==> config.mk <==
export PLATFORM = sky130hd
export DESIGN_NAME = rfid_packet_assembler_flat
export DESIGN_NICKNAME = d
export VERILOG_FILES = /design/src/rtl/rfid_packet_assembler_if.sv /design/src/rtl/rfid_packet_assembler.sv /design/src/flat_wrapper.sv
export SDC_FILE = /design/constraint.sdc
export NUM_CORES = 1
export LEC_CHECK = 0
export BUFFER_PORTS_ARGS = -buffer_cell sky130_fd_sc_hd__buf_2
export CORE_ASPECT_RATIO = 0.8
export CORE_MARGIN = 3
export CORE_UTILIZATION = 54
export CTS_BUF_LIST = sky130_fd_sc_hd__clkbuf_4 sky130_fd_sc_hd__clkbuf_8
export DETAILED_ROUTE_END_ITERATION = 8
export MAX_ROUTING_LAYER = met4
export PLACE_DENSITY = 0.73
export SYNTH_ARGS = -nofsm -noshare
export SYNTH_HDL_FRONTEND = slang
export SYNTH_SLANG_ARGS = --single-unit
export TNS_END_PERCENT = 50
==> constraint.sdc <==
create_clock -name clock -period 6.4 [get_ports clock]
set_input_delay 1.92 -clock clock [delete_from_list [all_inputs] [get_ports clock]]
set_output_delay 1.92 -clock clock [all_outputs]
set_load 0.05 [all_outputs]
==> src/rtl/rfid_packet_assembler_if.sv <==
// Bit-stream and packet signals between the demodulator, rfid_packet_assembler and rfid_decode.
interface rfid_packet_assembler_if;
  logic         bit_in;
  logic         bit_valid;
  logic         frame_start;
  logic         frame_end;
  logic [127:0] packet_out;
  logic [1:0]   op_code;
  logic         packet_rdy;
  logic [7:0]   bit_count;
  logic         overflow_err;
  logic         short_err;
  logic         crc_ok;

  modport master (
    output bit_in, bit_valid, frame_start, frame_end,
    input  packet_out, op_code, packet_rdy, bit_count, overflow_err, short_err, crc_ok
  );

  modport slave (
    input  bit_in, bit_valid, frame_start, frame_end,
    output packet_out, op_code, packet_rdy, bit_count, overflow_err, short_err, crc_ok
  );
endinterface

==> src/rtl/rfid_packet_assembler.sv <==
// Deserialises reader-to-tag command bits into a right-justified packet and pulses packet_rdy.
// Optional RFID_CRC16_CHECK_EN adds a CRC-16/CCITT residue check; otherwise crc_ok is tied 1.
module rfid_packet_assembler #(
  parameter int unsigned MAX_BITS = 128,
  parameter int unsigned MIN_BITS = 4,
  parameter int unsigned RDY_HOLD = 2
) (
  input logic                   clock,
  input logic                   reset_n,
  rfid_packet_assembler_if.slave bus
);

  localparam logic [7:0] CntSat   = 8'(MAX_BITS + 1);
  localparam logic [7:0] CntMax   = 8'(MAX_BITS);
  localparam logic [7:0] CntMin   = 8'(MIN_BITS);
  localparam logic [7:0] HoldLast = 8'(RDY_HOLD - 1);

  typedef enum logic [1:0] {StIdle, StRecv, StHold} state_e;

  state_e       state_q;
  logic [127:0] shreg_q, shreg_d;
  logic [7:0]   cnt_q, cnt_d;
  logic [1:0]   op_q, op_d;
  logic [7:0]   hold_q;
  logic [127:0] pkt_q;
  logic [1:0]   opc_q;
  logic [7:0]   len_q;
  logic         rdy_q, ovf_q, short_q;
  logic         len_ok;
  logic         accept;

  // Next-state values include a bit arriving in the same cycle as frame_end.
  always_comb begin
    shreg_d = shreg_q;
    cnt_d   = cnt_q;
    op_d    = op_q;
    if (bus.bit_valid) begin
      shreg_d = {shreg_q[126:0], bus.bit_in};
      if (cnt_q != CntSat) cnt_d = cnt_q + 8'd1;
      if (cnt_q == 8'd0) op_d[1] = bus.bit_in;
      if (cnt_q == 8'd1) op_d[0] = bus.bit_in;
    end
    len_ok = (cnt_d >= CntMin) && (cnt_d <= CntMax);
  end

  assign accept = (state_q == StRecv) && !bus.frame_start && bus.frame_end && len_ok;

  always_ff @(posedge clock or negedge reset_n) begin
    if (!reset_n) begin
      state_q <= StIdle;
      shreg_q <= '0;
      cnt_q   <= '0;
      op_q    <= '0;
      hold_q  <= '0;
      pkt_q   <= '0;
      opc_q   <= '0;
      len_q   <= '0;
      rdy_q   <= 1'b0;
      ovf_q   <= 1'b0;
      short_q <= 1'b0;
    end else if (bus.frame_start) begin
      // A new delimiter always wins: partial frames and pending rdy pulses are abandoned.
      state_q <= StRecv;
      shreg_q <= '0;
      cnt_q   <= '0;
      op_q    <= '0;
      rdy_q   <= 1'b0;
      ovf_q   <= 1'b0;
      short_q <= 1'b0;
    end else begin
      case (state_q)
        StRecv: begin
          shreg_q <= shreg_d;
          cnt_q   <= cnt_d;
          op_q    <= op_d;
          if (bus.frame_end) begin
            if (len_ok) begin
              pkt_q   <= shreg_d;
              opc_q   <= op_d;
              len_q   <= cnt_d;
              rdy_q   <= 1'b1;
              hold_q  <= HoldLast;
              state_q <= StHold;
            end else begin
              ovf_q   <= (cnt_d > CntMax);
              short_q <= (cnt_d < CntMin);
              state_q <= StIdle;
            end
          end
        end
        StHold: begin
          if (hold_q == 8'd0) begin
            rdy_q   <= 1'b0;
            state_q <= StIdle;
          end else begin
            hold_q <= hold_q - 8'd1;
          end
        end
        default: state_q <= StIdle;
      endcase
    end
  end

`ifdef RFID_CRC16_CHECK_EN
  logic [15:0] crc_q, crc_d;
  logic        crc_ok_q;

  always_comb begin
    crc_d = crc_q;
    if (bus.bit_valid) begin
      crc_d = {crc_q[14:0], 1'b0} ^ ((crc_q[15] ^ bus.bit_in) ? 16'h1021 : 16'h0000);
    end
  end

  always_ff @(posedge clock or negedge reset_n) begin
    if (!reset_n) begin
      crc_q    <= 16'hFFFF;
      crc_ok_q <= 1'b1;
    end else if (bus.frame_start) begin
      crc_q <= 16'hFFFF;
    end else if (state_q == StRecv) begin
      crc_q <= crc_d;
      if (accept) crc_ok_q <= (crc_d == 16'h1D0F);
    end
  end

  assign bus.crc_ok = crc_ok_q;
`else
  assign bus.crc_ok = 1'b1;
`endif

  assign bus.packet_out   = pkt_q;
  assign bus.op_code      = opc_q;
  assign bus.packet_rdy   = rdy_q;
  assign bus.bit_count    = len_q;
  assign bus.overflow_err = ovf_q;
  assign bus.short_err    = short_q;

endmodule
==> src/flat_wrapper.sv <==
// flat-port wrapper written by rule: the top's interface ports become plain ports
module rfid_packet_assembler_flat 
#(
  parameter int unsigned MAX_BITS = 128,
  parameter int unsigned MIN_BITS = 4,
  parameter int unsigned RDY_HOLD = 2
)
  (clock, reset_n, bus_bit_in, bus_bit_valid, bus_frame_start, bus_frame_end, bus_packet_out, bus_op_code, bus_packet_rdy, bus_bit_count, bus_overflow_err, bus_short_err, bus_crc_ok);
  rfid_packet_assembler_if bus_i ();
  input logic clock;
  input logic reset_n;
  input wire logic [$bits(bus_i.bit_in)-1:0] bus_bit_in;
  input wire logic [$bits(bus_i.bit_valid)-1:0] bus_bit_valid;
  input wire logic [$bits(bus_i.frame_start)-1:0] bus_frame_start;
  input wire logic [$bits(bus_i.frame_end)-1:0] bus_frame_end;
  output wire logic [$bits(bus_i.packet_out)-1:0] bus_packet_out;
  output wire logic [$bits(bus_i.op_code)-1:0] bus_op_code;
  output wire logic [$bits(bus_i.packet_rdy)-1:0] bus_packet_rdy;
  output wire logic [$bits(bus_i.bit_count)-1:0] bus_bit_count;
  output wire logic [$bits(bus_i.overflow_err)-1:0] bus_overflow_err;
  output wire logic [$bits(bus_i.short_err)-1:0] bus_short_err;
  output wire logic [$bits(bus_i.crc_ok)-1:0] bus_crc_ok;
  assign bus_i.bit_in = bus_bit_in;
  assign bus_i.bit_valid = bus_bit_valid;
  assign bus_i.frame_start = bus_frame_start;
  assign bus_i.frame_end = bus_frame_end;
  assign bus_packet_out = bus_i.packet_out;
  assign bus_op_code = bus_i.op_code;
  assign bus_packet_rdy = bus_i.packet_rdy;
  assign bus_bit_count = bus_i.bit_count;
  assign bus_overflow_err = bus_i.overflow_err;
  assign bus_short_err = bus_i.short_err;
  assign bus_crc_ok = bus_i.crc_ok;
  rfid_packet_assembler #(.MAX_BITS(MAX_BITS), .MIN_BITS(MIN_BITS), .RDY_HOLD(RDY_HOLD)) u_core (.clock(clock), .reset_n(reset_n), .bus(bus_i));
endmodule
After elaboration in Yosys (flattened, before gate mapping)
Cells that the tools add are included.
{"block": "totals", "ff_bits": 289, "output_inout_bits": 142, "wordCells": 75, "in_bits": 6}
{"block": "op_classes", "bitwise_logic": 1, "n_eq_ne": 11, "n_lt_le_gt_ge": 4, "n_reduce_logical": 12, "muxes": 34, "add_sub_neg": 2}
{"cell": "two-way mux 128 bit", "n": 3}
{"cell": "two-way mux 8 bit", "n": 7}
{"cell": "zero test 8 bit", "n": 2}
{"cell": "one-hot mux 8 bit (2 select lines)", "n": 1}
{"cell": "two-way mux 1 bit", "n": 14}
{"cell": "two-way mux 2 bit", "n": 7}
{"cell": "adder 8 x 1 -> 8 bit, second input constant", "n": 1}
{"cell": "== test 8 x 1 -> 1 bit, second input constant", "n": 1}
{"cell": "greater-or-equal comparator 8 x 3 -> 1 bit, second input constant", "n": 1}
{"cell": "> comparator 8 bit, second input constant", "n": 1}
{"cell": "less-or-equal comparator 8 bit, second input constant", "n": 1}
{"cell": "less-than comparator 8 x 3 -> 1 bit, second input constant", "n": 1}
{"cell": "inequality test 8 bit, second input constant", "n": 1}
{"cell": "AND reduction 4 bit", "n": 2}
{"cell": "subtractor 8 x 1 -> 8 bit, second input constant", "n": 1}
{"cell": "inequality test 2 bit, second input constant", "n": 3}
{"cell": "inequality test 3 x 2 -> 1 bit, second input constant", "n": 2}
{"cell": "nonzero test 2 bit", "n": 3}
{"cell": "AND reduction 5 bit", "n": 1}
{"cell": "one-hot mux 2 bit (2 select lines)", "n": 1}
{"cell": "inequality test 3 bit, second input constant", "n": 1}
{"cell": "AND reduction 3 bit", "n": 1}
{"cell": "nonzero test 3 bit", "n": 1}
{"cell": "== test 2 x 1 -> 1 bit, second input constant", "n": 1}
{"cell": "6 further kinds", "n": 6}

Longest topological paths before layout
Gate-level depths: netlist of the first run.
{"block": "depth", "depth_word": 9, "mapped_depth": 12, "mapped_depth_nobuf": 9}

Worst setup path after synthesis of the first run
No wires, ideal clock.
{"block": "synth_path", "path_type": "input to register", "startpoint": "input port bus_bit_valid", "endpoint": "register u_core.pkt_q[10] (netlist: u_core.bus.packet_out[10])", "required_time_ns": 6.268, "n_path_buf": 4, "setup_slack_ns": 2.504, "stages": 11, "arrival_time_ns": 3.764, "setup_ns": 0.132, "cell_sequence": "buf_4 -> nand4_4 -> nor3_4 -> xor2_2 -> nand4_1 -> a211o_2 -> buf_6 -> buf_6 -> buf_4 -> nand2_1 -> o21ai_1"}
{"block": "synth_between", "elab_chain_len": 4, "elab_cells_between_ends": 6, "cone_classes": "order compare: 2; mux: 2; reduce/logical: 2"}
{"item": "start, declared", "line_no": "flat_wrapper.sv:13", "rtl": "input wire logic [$bits(bus_i.bit_valid)-1:0] bus_bit_valid;"}
{"item": "two-way mux 8 bit", "line_no": "rfid_packet_assembler.sv:37", "rtl": "if (bus.bit_valid) begin"}
{"item": "greater-or-equal comparator 8 x 3 -> 1 bit or less-or-equal comparator 8 bit (tied branches)", "line_no": "rfid_packet_assembler.sv:43", "rtl": "len_ok = (cnt_d >= CntMin) && (cnt_d <= CntMax);"}
{"item": "logical AND 1 bit", "line_no": "rfid_packet_assembler.sv:43"}
{"item": "AND reduction 4 bit (no source line)"}
{"item": "end signal, assigned", "line_no": "rfid_packet_assembler.sv:78", "rtl": "pkt_q <= shreg_d;"}
{"item": "end, declared", "line_no": "rfid_packet_assembler.sv:25", "rtl": "logic [127:0] pkt_q;"}
Several ways; a longest one is shown, not always the timed one.
A chain may end at the register's enable or synchronous reset.

Worst setup path in the final report of the first run
{"block": "layout_path", "startpoint": "input port bus_bit_valid", "endpoint": "register u_core.pkt_q[65] (netlist: u_core.bus.packet_out[65])"}
Same word-level chain as after synthesis.

==> impl_metrics.tcl, run 1 <==
set metrics [dict create \
    hold_viol 0 \
    numPlacedInstances 1688 \
    clkPwrFrac_pct 45.2 \
    insertion_delay_ps 550 \
    grt_pass1_vias 8914 \
    die_height_um 144 \
    drv_slew 0 \
    cts_num_sinks 289 \
    routabilityCongestion 0.807 \
    nFillCells 1898 \
    die_x_um 178 \
    max-cap-violations 0 \
    finalPower_mw 3.75 \
    utilization_pct 63.6 \
    timing.final.crit_share_pct 68.8 \
    grt_pass1_wl_um 45100 \
    final_cell_mix "410 x nand2_1, 289 x dfrtp_1, 143 x buf_2" \
    skew_ps 23.6 \
    num_rows 49 \
    place_hpwl_um 16400 \
    hold_path.class "register to register" \
    core_sq_mm 0.0229 \
    nets 1440 \
    power.switching_mw 0.874 \
    htree_levels 2 \
    mostFrequentLayoutCell "nand2_1" \
    port_buffers 146 \
    crit_chain "buf_6, nor4b_1, nand4_1, o221a_2, o21ai_1, a211o_4, buf_4, o21ai_1" \
    critPathBufInv 2 \
    cts_resized 0 \
    wl_per_cell_um 15.1 \
    drc 0 \
    cp-startpoint "bus_bit_valid" \
    grt_start_max_net_pins 141 \
    finalSetupTns_ps 0 \
    critPathCaptureType "register" \
    cp-start-kind "input pin" \
    power.internal_mw 2.88 \
    ys_types 50 \
    p_leak_nw 6.89 \
    wirelength_um 26800 \
    vias 9424 \
    via_per_inst 5.33 \
    fin_cells 1769 \
    stdcell_area_sq_mm 0.0145 \
    cts_tree "done" \
    timing.hold.ws_ps 472 \
    synth-warning-count 0 \
    cpLargestDelayFamily "compound AO/OA/AOI/OAI gates" \
    first_pass_iters 5 \
    drt_iter0_drc 706 \
    reg2reg_from "u_core.cnt_q[1]" \
    crit_fanout 86 \
    drtAntennaViolNets 0 \
    path_class "input pin to register" \
    ys_seq_elements 289 \
    syn_inst 1323 \
    fmax_mhz 227 \
    drive_above_1_share_pct 17.0 \
    peakVddDrop_uv 240 \
    areaGrowthSynthToFinish_pct 13.9 \
    gr-total-overflow 0 \
    ys_seq_area_share_pct 56.6 \
    cp.arrival_ps 4800 \
    synth_edf_count 0 \
    postCtsSetupBuffers 0 \
    dpl_worst_slack_ps 1490 \
    p_seq_share_pct 49.3 \
    antenna_found_initial 0 \
    p_comb_share_pct 5.4 \
    yosys_most_used_dff "dfrtp_1" \
    holdBufCountCts 0 \
    crit_path_frequent_cell "o21ai_1" \
    post_dp_cell_area_sq_mm 0.0135 \
    num_antenna_cells 0 \
    hp-start "u_core.bus.packet_out[34]" \
    tightest_slew_ps 971 \
    sw_frac_of_total_pct 23.3 \
    syn_nets 1334 \
    setup_slack_ps 2000 \
    slew_headroom_pct 35.1 \
    cts_buffer_depth 3 \
    crit_path_top_delay_cell "a211o_4" \
    synth_area_per_cell_sq_um 9.65 \
    grt_setup_unrepaired "false" \
    cts_buffers 45 \
    setup_viol 0 \
    worst_path_largest_cell_delay_ps 670 \
    root_buffer "clkbuf_8" \
    run_status "finished clean" \
    start_util_pct 55.8 \
    pwr_density_cell_mw_per_mm2 258 \
    die_area_sq_mm 0.0255 \
    ys_async_sr_fraction_pct 100 \
    worstPathRequired_ps 6790 \
    io_pins 148 \
    path_clk_slew_ps 70 \
    grt_usage_pct 22.0 \
    fin_crit_ps 4400 \
    synthesis.area_sq_mm 0.0128 \
]
-- metal layers --
metal,global-route usage [%],up-vias,share of wire (%)
met5,-,-,0
met1,31.5,4500,48
met2,32.4,224,45
met3,3.80,51,5.4
li1,-,4649,-
met4,6.20,0,2.1
-- logic make-up (layout without fill, tap and decap cells) --
logic type      after synthesis  after routing  synth area share, %
simple gates                464            464                 14.4
buf+inv                     107            247                 4.15
other cells                   1              1               0.0294
xor+xnor                     14             14                 1.02
compound gates              308            308                 12.7
flops                       289            289                 56.6
fa+ha+maj                     5              5                0.490
mux                         135            135                 10.6
-- power groups by stage --
stage	logic, mW	registers (mW)	clock network, mW
final	0.205	1.85	1.70
after global routing	0.229	1.85	1.83
after CTS	0.208	1.85	1.74
after detailed placement	0.207	1.88	0
after global placement	0.204	1.88	0
after floorplan	0.126	1.89	0
-- synth_stat cells (3+ instances only) --
cell type	n	area, sq um
xor2_1	4	35.0
clkbuf_1	70	263
a211oi_1	3	22.5
o21ai_0	26	130
or3_1	6	37.5
nand4_1	6	37.5
nand2_1	411	1540
buf_1	3	11.3
nor2_1	23	86.3
dfrtp_1	289	7230
xnor2_1	9	78.8
a21oi_1	140	701
ha_1	5	62.6
buf_2	7	35.0
mux2i_1	134	1340
inv_1	9	33.8
buf_4	4	30.0
o21ai_1	120	601
nand3_1	5	25.0
buf_6	14	158
-- path summary, 6_finish.rpt --
check / endpoint / slack [ps] / depth (start not counted)
worst min-delay path: u_core.bus.packet_out[34] / 470 / 2
worst max-delay path: u_core.bus.packet_out[65] / 2000 / 8
min in group asynchronous: u_core.hold_q[3] / 1380 / 1
worst min register to register: u_core.bus.packet_out[34] / 470 / 2
max in group asynchronous: u_core.bus.packet_out[46] / 3750 / 2
worst max register to register: u_core.bus.packet_out[65] / 3040 / 8
-- state kept, by name, indices dropped and copies added, names as in the netlist --
register	flops
u_core.op_q	2
u_core.bus.overflow_err	1
u_core.bus.bit_count	8
u_core.hold_q	8
u_core.bus.packet_rdy	1
u_core.state_q	2
u_core.bus.op_code	2
u_core.bus.short_err	1
u_core.shreg_q	128
u_core.bus.packet_out	128
u_core.cnt_q	8
-- tightest hold or removal path, delay by kind of cell, from the launching register on --
kind,cells,cell delay (ps)
AOI/OAI and AO/OA,1,60
DFF,1,330
and+or+nand+nor,1,40
-- area by class of cell --
class / count / area, sq um / area share (%)
clock inverters: 11 / 143 / 0.981
multi-input cells: 927 / 5030 / 34.6
well taps: 306 / 383 / 2.63
flip-flops and latches: 289 / 7230 / 49.7
repair buffers: 157 / 857 / 5.89
clock buffers: 70 / 870 / 5.98
inverters: 9 / 33.8 / 0.232
Note: power is estimated with default switching activity, not from simulation.
==> run 2, diff against run 1 <==
- PLACE_DENSITY: 0.73 -> 0.76
- clock period: 6.4 -> 3.9 ns (I/O delays scaled with it)
==> impl_metrics.tcl, run 2 (same netlist as run 1, synthesis figures left out) <==
set metrics [dict create \
    place_hpwl_um 17300 \
    vias 9517 \
    cts_buffer_depth 3 \
    reg2reg_depth 9 \
    nets 1446 \
    power.switching_mw 1.39 \
    insertion_delay_ps 540 \
    drv_slew 0 \
    holdBufCountCts 0 \
    cp-start-kind "input pin" \
    cp_num_cells 9 \
    drt_iter0_drc 878 \
    sw_frac_of_total_pct 23.6 \
    via_per_inst 5.38 \
    port_buffers 146 \
    cts_buffers 45 \
    p_seq_share_pct 51.5 \
    wirelength_um 27100 \
    drc 0 \
    die_x_um 178 \
    nFillCells 1886 \
    worst_path_largest_cell_delay_ps 380 \
    reg2reg_from "u_core.cnt_q[1]" \
    num_rows 49 \
    critPathBufInv 2 \
    p_leak_nw 6.89 \
    cts_resized 0 \
    num_antenna_cells 0 \
    timing.final.crit_share_pct 74.1 \
    mostFrequentLayoutCell "nand2_1" \
    peakVddDrop_uv 287 \
    path_class "input pin to register" \
    io_pins 148 \
    final_cell_mix "410 x nand2_1, 289 x dfrtp_1, 143 x buf_2" \
    first_pass_iters 5 \
    stdcell_area_sq_mm 0.0145 \
    finalSetupTns_ps 0 \
    grt_pass1_wl_um 45900 \
    cp-startpoint "bus_bit_valid" \
    cp.arrival_ps 3350 \
    die_height_um 144 \
    post_dp_cell_area_sq_mm 0.0136 \
    worstPathRequired_ps 4360 \
    areaGrowthSynthToFinish_pct 13.8 \
    grt_setup_unrepaired "false" \
    setup_viol 0 \
    fin_crit_ps 2890 \
    power.internal_mw 4.51 \
    r2r-end "u_core.bus.packet_out[41]" \
    gr-total-overflow 0 \
    max-cap-violations 0 \
    routabilityCongestion 0.895 \
    run_status "finished clean" \
    multi_input_area_sq_mm 0.00503 \
    crit_path_frequent_cell "o21ai_1" \
    p_comb_share_pct 5.9 \
    drtAntennaViolNets 0 \
    slew_headroom_pct 33.7 \
    grt_usage_pct 22.4 \
    cts_tree "done" \
    crit_chain "buf_6, nor4b_1, nand4_1, o221a_2, o21ai_1, a211o_4, buf_12, nand2_1, o21ai_1" \
    hold_path.class "register to register" \
    crit_path_end "u_core.bus.packet_out[23]" \
    grt_pass1_vias 9120 \
    root_buffer "clkbuf_8" \
    cts_num_sinks 289 \
    fmax_mhz 346 \
    grt_start_max_net_pins 129 \
    crit_fanout 114 \
    die_area_sq_mm 0.0255 \
    tightest_slew_ps 995 \
    postCtsSetupBuffers 0 \
    core_sq_mm 0.0229 \
    start_util_pct 55.8 \
    antenna_found_initial 0 \
    htree_levels 2 \
    drive_above_1_share_pct 17.0 \
    skew_ps 16.9 \
    cpLargestDelayFamily "compound AO/OA/AOI/OAI gates" \
    crit_path_top_delay_cell "buf_12" \
    wl_per_cell_um 15.3 \
    pwr_density_cell_mw_per_mm2 406 \
    rrSetupSlack_ps 1030 \
    critPathCaptureType "register" \
    path_clk_slew_ps 60 \
    regArea_sq_mm 0.00723 \
    hold_viol 0 \
    clkPwrFrac_pct 42.6 \
]
[run 2: changes by cell type in the layout (fill, tap and decap cells not counted)]
cell	delta
inv_8	-1
clkinv_2	-2
clkbuf_8	-6
bufinv_16	-2
buf_4	+1
inv_6	+1
clkbuf_4	+4
buf_12	+5
[run 2: worst register-to-register path, stage by stage (launching register included)]
cell and delay, ps:
dfrtp_1 520, ha_1 290, and4_1 370, nand2_1 110, o32ai_1 190, nand4_1 250, a211o_4 490, buf_12 270
nand2_1 170, o21ai_0 80
[run 2: metrics by stage]
| stage | std cells | hold slack [ps] | setup slack (ps) | power [mW] | utilization [%] |
|---|---|---|---|---|---|
| global route | 1769 | 492 | 781 | 6.16 | 63.5 |
| detailed placement | 1694 | 466 | 503 | 3.44 | 59.7 |
| global placement | 1694 | 456 | 594 | 3.44 | 59.7 |
| floorplan | 1323 | 478 | 754 | 3.31 | - |
| finish | 1769 | 475 | 1010 | 5.90 | 63.5 |
| CTS | 1769 | 480 | 1060 | 5.97 | 63.5 |
[run 2: how the worst min path moves through the flow]
stage                                          from                         to  slack (ps)  cells past startpoint
final                     u_core.bus.packet_out[93]  u_core.bus.packet_out[93]         470                      2
after detailed placement  u_core.bus.packet_out[33]  u_core.bus.packet_out[33]         470                      2
after CTS                 u_core.bus.packet_out[33]  u_core.bus.packet_out[33]         480                      2
after floorplan                    u_core.hold_q[1]           u_core.hold_q[1]         480                      1
after global routing      u_core.bus.packet_out[36]  u_core.bus.packet_out[36]         490                      2
after global placement    u_core.bus.packet_out[33]  u_core.bus.packet_out[33]         460                      2
[run 2: power by group through the flow]
stage / combinational [mW] / clock (mW) / sequential [mW]
final: 0.347 / 2.51 / 3.04
after global routing: 0.387 / 2.74 / 3.04
after CTS: 0.353 / 2.58 / 3.04
after detailed placement: 0.352 / 0 / 3.09
after global placement: 0.347 / 0 / 3.09
after floorplan: 0.207 / 0 / 3.10
[run 2: layout make-up]
class / count / share of cell area [%]
inverters: 9 / 0.233
repair buffers: 163 / 6.64
clock inverters: 7 / 0.482
well taps: 306 / 2.64
multi-input cells: 927 / 34.6
clock buffers: 68 / 5.62
flip-flops and latches: 289 / 49.8
[run 2: routing by layer]
metal	wire, um	vias to the layer above	track usage (%)
met5	0	-	-
li1	-	4657	-
met1	12700	4618	31.2
met4	505	0	5.82
met3	1500	47	4.68
met2	12400	195	33.7
==> run 3, diff against run 2 <==
- clock period: 3.9 -> 2.6 ns (I/O delays scaled with it)
==> impl_metrics.tcl, run 3 (same netlist as run 1, synthesis figures left out) <==
set metrics [dict create \
    run_status "finished clean" \
    first_pass_iters 5 \
    utilization_pct 65.9 \
    drt_iter0_drc 679 \
    grt_usage_pct 22.7 \
    nets 1486 \
    worst_path_largest_cell_delay_ps 490 \
    cp-start-kind "register" \
    num_antenna_cells 0 \
    peakVddDrop_uv 338 \
    die_x_um 178 \
    skew_ps 14.5 \
    insertion_delay_ps 550 \
    cp_num_cells 10 \
    cpLargestDelayFamily "buffers and inverters" \
    cts_buffers 46 \
    timing.final.crit_share_pct 96.1 \
    cts_tree "done" \
    htree_levels 2 \
    place_hpwl_um 17900 \
    routabilityCongestion 0.868 \
    die_height_um 144 \
    worstPathRequired_ps 3030 \
    numPlacedInstances 1725 \
    path_class "register to register" \
    path_clk_slew_ps 60 \
    mostFrequentLayoutCell "nand2_1" \
    crit_chain "buf_4, clkinvlp_4, ha_4, nor2_2, mux2_2, nand4_1, a211o_4, clkbuf_16, nand2_1, o21ai_1" \
    fin_cells 1810 \
    grt_start_max_net_pins 91 \
    antenna_found_initial 0 \
    drive_above_1_share_pct 20.1 \
    port_buffers 146 \
    hold_path.class "input pin to async pin" \
    grt_pass1_wl_um 46300 \
    grt_pass1_vias 9366 \
    wl_per_cell_um 16.3 \
    fmax_mhz 400 \
    num_rows 49 \
    wirelength_um 29600 \
    areaGrowthSynthToFinish_pct 18.0 \
    critPathBufInv 3 \
    root_buffer "clkbuf_8" \
    setup_slack_ps 102 \
    final_cell_mix "410 x nand2_1, 287 x dfrtp_1, 143 x buf_2" \
    reg2reg_depth 10 \
    crit_fanout 34 \
    vias 9945 \
    crit_path_top_delay_cell "a211o_4" \
    start_util_pct 55.8 \
    via_per_inst 5.49 \
    gr-total-overflow 0 \
    drv_slew 0 \
    core_sq_mm 0.0229 \
    cts_num_sinks 289 \
    p_leak_nw 7.14 \
    setup_viol 0 \
    pwr_density_cell_mw_per_mm2 594 \
    fin_crit_ps 2500 \
    hold_viol 0 \
    drtAntennaViolNets 0 \
    slew_headroom_pct 35.3 \
    max-cap-violations 0 \
    cp.arrival_ps 2930 \
    cts_buffer_depth 3 \
    dpl_worst_slack_ps -114 \
    tightest_slew_ps 971 \
    die_area_sq_mm 0.0255 \
    critPathCaptureType "register" \
    drc 0 \
    io_pins 148 \
]
[run 3: changes by cell type in the layout (fill, tap and decap cells not counted), sizes merged]
cell,before,now
clkinvlp,1,2
buf,163,197
bufinv,1,0
a211o,3,4
inv,11,9
clkbuf,68,77
clkinv,3,2
[run 3: routing by layer]
layer | vias up | GRT usage (%) | wire length (um)
met5 | - | - | 0
met2 | 267 | 35.2 | 14100
met4 | 0 | 6.40 | 688
met3 | 65 | 3.94 | 1540
met1 | 4860 | 31.2 | 13300
li1 | 4753 | - | -
[run 3: final timing paths]
path,startpoint,endpoint,slack (ps)
max,u_core.cnt_q[0],u_core.bus.packet_out[62],100
min,reset_n,u_core.hold_q[5],160
max reg2reg,u_core.cnt_q[0],u_core.bus.packet_out[62],100
min reg2reg,u_core.bus.packet_out[111],u_core.bus.packet_out[111],480
max in group asynchronous,reset_n,u_core.bus.packet_out[7],1720
min in group clock,bus_frame_end,u_core.state_q[0],440
[run 3: cell type report]
type / instances / area [sq um]
clock buffer: 73 / 867
clock inverter: 4 / 32.5
fill: 1783 / 7800
inverter: 9 / 37.5
multi-input combinational: 928 / 5110
sequential: 289 / 7230
tap: 306 / 383
timing repair buffer: 201 / 1400
[run 3: stage by stage]
step,hold slack [ps],area [sq um],power (mW),setup TNS [ps]
2_1_floorplan,478,12800,4.96,-6800
3_3_place_gp,457,13900,5.19,-6430
3_5_place_dp,469,13900,5.19,-15390
4_1_cts,179,14800,9.04,0
5_1_grt,193,15100,9.33,-311
6_report,156,15100,8.96,0
[run 3: power by group]
| group | switching (mW) | total (mW) | internal, mW |
|---|---|---|---|
| clock | 1.72 | 3.82 | 2.10 |
| sequential | 0.0249 | 4.56 | 4.53 |
| combinational | 0.409 | 0.580 | 0.171 |
[run 3: timing repair]
| item | in CTS | in global routing |
|---|---|---|
| setup buffers | 0 | 2 |
| endpoints found under the setup margin | 0 | 107 |
| resized for setup | 0 | 21 |
| hold buffers | 0 | 0 |
[run 3: worst register-to-register path: cells and delay by family, from the launching register on]
kind,cells,cell delay [ps]
muxes,1,180
buffers and inverters,3,580
and+or+nand+nor,3,420
adders and majority gates,1,280
AOI/OAI and AO/OA,2,550
DFF,1,360
